==> src/rtl/pipe_hazard_ctrl.sv <==
// pipe_hazard_ctrl
//   Hazard/control unit that sits beside the four pipeline registers. It
//   produces their stall/squash/write-enable controls and the EX-stage
//   forwarding selects from the stage outputs it observes.
//   Handles load-use hazards, taken branches/jumps, data-memory wait states
//   and the halt drain. Also keeps saturating stall/squash event counters.
// Ports
//   CLK, RST              clock, asynchronous active-high reset
//   *_id                  ID-stage valid, sources, source-use flags, halt
//   *_ex                  EX-stage valid, sources, rd, write enable (active-low),
//                         writeback select, branch-taken
//   *_mem / *_wb          MEM/WB valid, rd, write enable (active-low);
//                         halt_wb marks the halt reaching WB
//   mem_busy              data memory not ready this cycle
//   pc_hold, stall_*,
//   squash_*, WEN_back    pipeline register controls (WEN_back 1 = freeze)
//   FwdA_ex/FwdB_ex       00 register file, 01 MEM, 10 WB
//   halt_out              processor halted (registered)
//   stall_cnt/squash_cnt  saturating event counters
module pipe_hazard_ctrl #(
    parameter int LOAD_USE_BUBBLES = 1,
    parameter int CNT_W            = 32
) (
    input  logic             CLK,
    input  logic             RST,
    input  logic             valid_id,
    input  logic [4:0]       Rsrc1_id,
    input  logic [4:0]       Rsrc2_id,
    input  logic             Uses_rs1_id,
    input  logic             Uses_rs2_id,
    input  logic             halt_id,
    input  logic             valid_ex,
    input  logic [4:0]       Rsrc1_ex,
    input  logic [4:0]       Rsrc2_ex,
    input  logic [4:0]       RegDst_ex,
    input  logic             RWrEn_ex,
    input  logic [1:0]       WBSel_ex,
    input  logic             BrTaken_ex,
    input  logic             valid_mem,
    input  logic [4:0]       Rdst_mem,
    input  logic             RWrEn_mem,
    input  logic             mem_busy,
    input  logic             valid_wb,
    input  logic [4:0]       Rdst_wb,
    input  logic             RWrEn_wb,
    input  logic             halt_wb,
    output logic             pc_hold,
    output logic             stall_if_id,
    output logic             stall_id_ex,
    output logic             squash_if_id,
    output logic             squash_id_ex,
    output logic             WEN_back,
    output logic [1:0]       FwdA_ex,
    output logic [1:0]       FwdB_ex,
    output logic             halt_out,
    output logic [CNT_W-1:0] stall_cnt,
    output logic [CNT_W-1:0] squash_cnt
);

    typedef enum logic [1:0] {RUN, LU_STALL, DRAIN, HALTED} state_t;

    // Bubbles remaining after the first one, loaded when a load-use is seen.
    localparam logic [1:0] BUB_INIT = 2'(LOAD_USE_BUBBLES - 1);

    state_t     state, nxt_state;
    logic [1:0] bub_cnt, nxt_bub;
    logic       stall_evt, squash_evt;

    // Forwarding: MEM wins over WB; x0 is never forwarded.
    logic mem_wr, wb_wr;
    assign mem_wr = valid_mem && !RWrEn_mem && (Rdst_mem != 5'd0);
    assign wb_wr  = valid_wb  && !RWrEn_wb  && (Rdst_wb  != 5'd0);

    always_comb begin
        FwdA_ex = 2'b00;
        if (mem_wr && Rdst_mem == Rsrc1_ex)     FwdA_ex = 2'b01;
        else if (wb_wr && Rdst_wb == Rsrc1_ex)  FwdA_ex = 2'b10;
        FwdB_ex = 2'b00;
        if (mem_wr && Rdst_mem == Rsrc2_ex)     FwdB_ex = 2'b01;
        else if (wb_wr && Rdst_wb == Rsrc2_ex)  FwdB_ex = 2'b10;
    end

    // Load in EX whose destination is read by the instruction in ID.
    logic lu;
    assign lu = valid_ex && (WBSel_ex == 2'b10) && !RWrEn_ex && (RegDst_ex != 5'd0) && valid_id
             && ((Uses_rs1_id && Rsrc1_id == RegDst_ex) || (Uses_rs2_id && Rsrc2_id == RegDst_ex));

    always_comb begin
        pc_hold      = 1'b0;
        stall_if_id  = 1'b0;
        stall_id_ex  = 1'b0;
        squash_if_id = 1'b0;
        squash_id_ex = 1'b0;
        WEN_back     = 1'b0;
        nxt_state    = state;
        nxt_bub      = bub_cnt;
        stall_evt    = 1'b0;
        squash_evt   = 1'b0;
        if (state == HALTED) begin
            pc_hold     = 1'b1;
            stall_if_id = 1'b1;
            stall_id_ex = 1'b1;
            WEN_back    = 1'b1;
        end else if (mem_busy) begin
            // Whole pipe freezes; FSM state and bubble count are held.
            pc_hold     = 1'b1;
            stall_if_id = 1'b1;
            stall_id_ex = 1'b1;
            WEN_back    = 1'b1;
            stall_evt   = 1'b1;
        end else if (BrTaken_ex) begin
            // Wrong-path IF and ID are flushed, which also cancels any
            // pending load-use stall or halt drain.
            squash_if_id = 1'b1;
            squash_id_ex = 1'b1;
            squash_evt   = 1'b1;
            nxt_state    = RUN;
            nxt_bub      = 2'd0;
        end else begin
            case (state)
                RUN: begin
                    if (lu) begin
                        pc_hold      = 1'b1;
                        stall_if_id  = 1'b1;
                        squash_id_ex = 1'b1;
                        stall_evt    = 1'b1;
                        if (LOAD_USE_BUBBLES > 1) begin
                            nxt_state = LU_STALL;
                            nxt_bub   = BUB_INIT;
                        end
                    end else if (halt_id && valid_id) begin
                        nxt_state = DRAIN;
                    end
                end
                LU_STALL: begin
                    pc_hold      = 1'b1;
                    stall_if_id  = 1'b1;
                    squash_id_ex = 1'b1;
                    stall_evt    = 1'b1;
                    nxt_bub      = bub_cnt - 2'd1;
                    if (bub_cnt == 2'd1) nxt_state = RUN;
                end
                DRAIN: begin
                    // Stop fetching; instructions already past ID keep moving.
                    pc_hold      = 1'b1;
                    squash_if_id = 1'b1;
                    if (halt_wb) nxt_state = HALTED;
                end
                default: ;
            endcase
        end
    end

    always_ff @(posedge CLK or posedge RST) begin
        if (RST) begin
            state      <= RUN;
            bub_cnt    <= 2'd0;
            halt_out   <= 1'b0;
            stall_cnt  <= '0;
            squash_cnt <= '0;
        end else begin
            state    <= nxt_state;
            bub_cnt  <= nxt_bub;
            halt_out <= (nxt_state == HALTED);
            if (stall_evt && stall_cnt != '1)
                stall_cnt <= stall_cnt + CNT_W'(1);
            if (squash_evt && squash_cnt != '1)
                squash_cnt <= squash_cnt + CNT_W'(1);
        end
    end

endmodule

==> config.mk <==
export PLATFORM = sky130hd
export DESIGN_NAME = pipe_hazard_ctrl
export DESIGN_NICKNAME = d
export VERILOG_FILES = /design/src/rtl/pipe_hazard_ctrl.sv
export SDC_FILE = /design/constraint.sdc
export NUM_CORES = 1
export LEC_CHECK = 0
export CORE_UTILIZATION = 30
export DETAILED_ROUTE_END_ITERATION = 6
export GPL_TIMING_DRIVEN = 0
export PLACE_DENSITY_LB_ADDON = 0.15
export SYNTH_ARGS = -nofsm -noshare
export SYNTH_HDL_FRONTEND = slang
export SYNTH_SLANG_ARGS = --single-unit
==> constraint.sdc <==
create_clock -name CLK -period 5.3 [get_ports CLK]
set_input_delay 1.325 -clock CLK [delete_from_list [all_inputs] [get_ports CLK]]
set_output_delay 1.325 -clock CLK [all_outputs]
set_load 0.005 [all_outputs]
==> metrics.yaml <==
status: "finished clean"
period_minus_slack_ps: 4908
slowest_stage: "clkdlybuf4s50_1"
seq_area_frac_synth_pct: 45.31
crit_fanout: 4
drive_above_1_share_pct: 7.073
cts_resized: 0
synth_edf_count: 0
arrival_ps: 3580
placedCellCount: 661
crit_type: "in -> out"
power.switching_uw: 408.0
rows: 40
timing.hold.ws_ps: 485.6
setup-tns-final_ps: 0
final-instance-count-excl-fill: 677
nNetsFinal: 564
drc: 0
pre_cts_slack_ps: 365.8
grt_overflow: 0
cts_tree: "yes"
die_width_um: 114.7
tightest_slew_ps: 629.8
drt_iter0_markers: 117
skew_ps: 4.296
die_area_um2: 13160
slew_headroom_pct: 57.82
maxSlewViolCount: 0
p_clk_share_pct: 40.1
worstPathCellList: "clkdlybuf4s50_1 > xnor2_1 > nand4_1 > o22a_1 > nor3_1 > nor2_1 > o21ai_0 > clkdlybuf4s50_1"
gp_congestion: 0.7688
synthFlopType: "dfrtp_1"
synth_area_um2: 3811
fill_cells: 1213
clock_latency_ps: 330
min_period_over_period_pct: 92.60
synth_cell_types: 44
r2r-start: "state[1]$_DFF_PP0_"
totalWireLength_um: 9246
post_cts_buffers: 0
synthArstFlopShare_pct: 100.0
synth_fp_nets: 426
final_common_cell: "clkdlybuf4s50_1"
slowest_delay_ps: 570
grt_max_degree: 50
reg2reg_slack_ps: 2950
drt-wirelength-per-cell_um: 13.66
crit_required_ps: 3970
worst-path-stages: 8
cts_buffers: 9
hold_viol: 0
grt_pass1_wl_um: 15260
synthTopCellsByArea: "dfrtp_1, xnor2_1, xor2_1"
fmax_ghz: 0.2038
path_delay_family: "buffers and inverters"
synth_top_area_cell: "dfrtp_1"
grt_antenna_before_repair: 0
hpwl_um: 7104
area_delta_synth_final_pct: 47.96
cap_violations: 0
ant_nets: 0
end_kind: "primary output"
rsz0062_at_grt: "false"
place_area_um2: 5313
io_pins: 127
synth_seq_cells: 69
io_buffers: 126
final_util_pct: 46.18
powerDensity_nw_per_um2: 288.4
start_util_pct: 31.21
final_cell_mix: "clkdlybuf4s50_1, dfrtp_1, xnor2_1"
cts_hold_buffers: 0
avgSynthCellArea_um2: 10.41
worstHoldPathType: "reg -> reg"
drtPass1Iterations: 4
ir_drop_mv: 0.1821
core_um2: 12210
cp_common_cell: "clkdlybuf4s50_1"
synthCells: 366
p_leak_nw: 2.309
sw_frac_of_total_pct: 25.09
setup-violations-final: 0
die_h_um: 114.7
first_global_vias: 3213
pwr-share-seq_pct: 40.0
cts_buffer_depth: 2
clock-sinks: 69
cp-endpoint: "pc_hold"
via_per_inst: 4.675
clk_pin_slew_ps: 50
reg2reg_depth: 7
diodes: 0
htree_num_levels: 3
path_buf_inv: 2
cts_root_buf: "clkbuf_16"
p_total_mw: 1.626
grt_usage_pct: 14.67
fin_ws_ps: 392.2
p_comb_share_pct: 19.9
power.internal_mw: 1.218
cp-startpoint: "RegDst_ex[0]"
vias: 3165
ys_warn_count: 0
synth_top_area_share_pct: 45.31
crit_path_start_kind: "input pin"
r2r_end: "squash_cnt[13]$_DFFE_PP0P_"
design_area_um2: 5639
registers in the layout, summed over array words and instances (netlist names):
register,cells
bub_cnt,2
halt_out,1
squash_cnt,32
stall_cnt,32
state,2
synth_stat cells, types with 2 or more instances:
library cell / count
dfrtp_1: 69
xnor2_1: 59
xor2_1: 33
nand3_1: 27
nand2_1: 24
nand4_1: 22
nor2_1: 16
inv_1: 14
nor3_1: 11
and3_1: 10
ha_1: 8
and4_1: 6
nor4_1: 6
o21ai_0: 6
or4_1: 5
a21oi_1: 4
and2_1: 4
nor2b_1: 4
nor3_2: 4
buf_2: 3
buf_4: 3
a31oi_1: 2
clkbuf_1: 2
nor4_2: 2
o21bai_1: 2
o31a_1: 2
worst register-to-register path, stage by stage, from the launching register on:
cell and delay (ps):
dfrtp_1 430, ha_1 240, nor2_1 400, and2_1 240
nand3_1 140, a31oi_1 450, nand4_1 180, xnor2_1 150
power by group through the flow:
stage	Clock [mW]	Sequential (mW)	Combinational, mW
2_1_floorplan	0	0.651	0.142
3_3_place_gp	0	0.659	0.321
3_5_place_dp	0	0.660	0.328
4_1_cts	0.674	0.651	0.330
5_1_grt	0.692	0.661	0.358
6_report	0.653	0.650	0.324
layer usage:
layer  share of wire (%)  GRT usage [%]  vias up
li1                    -              -     1564
met1                  44          17.67     1511
met2                  50          25.05       71
met3                 4.1          3.812       19
met4                 2.0          5.801        0
met5                   0              0        -
layout make-up:
class | instances | area, um^2 | area share [%]
buffer | 8 | 45.04 | 0.7988
inverter | 14 | 55.05 | 0.9763
clock inverter | 4 | 70.07 | 1.243
tap | 168 | 210.2 | 3.728
timing repair buffer | 127 | 1289 | 22.85
multi-input combinational | 275 | 1987 | 35.23
clock buffer | 12 | 256.5 | 4.548
sequential | 69 | 1727 | 30.62
worst min-delay path by stage:
| stage | startpoint | endpoint | slack (ps) | cells after the start |
|---|---|---|---|---|
| 5_1_grt | squash_cnt[5]$_DFFE_PP0P_ | squash_cnt[5]$_DFFE_PP0P_ | 500 | 1 |
| 3_5_place_dp | stall_cnt[30]$_DFFE_PP0P_ | stall_cnt[30]$_DFFE_PP0P_ | 480 | 1 |
| 3_3_place_gp | bub_cnt[1]$_DFFE_PP0P_ | bub_cnt[1]$_DFFE_PP0P_ | 470 | 1 |
| 2_1_floorplan | bub_cnt[1]$_DFFE_PP0P_ | bub_cnt[1]$_DFFE_PP0P_ | 470 | 1 |
| 4_1_cts | squash_cnt[10]$_DFFE_PP0P_ | squash_cnt[10]$_DFFE_PP0P_ | 490 | 1 |
| 6_report | stall_cnt[17]$_DFFE_PP0P_ | stall_cnt[17]$_DFFE_PP0P_ | 490 | 1 |
cell families after synthesis:
logic type      Yosys count  synth area share, %
xor+xnor                 92                21.14
buf+inv                  22                2.561
flops                    69                45.31
simple gates            147                22.39
mux                       3               0.9519
fa+ha+maj                 8                2.627
compound gates           25                5.023
No activity file was read; power rests on OpenSTA's default activity.
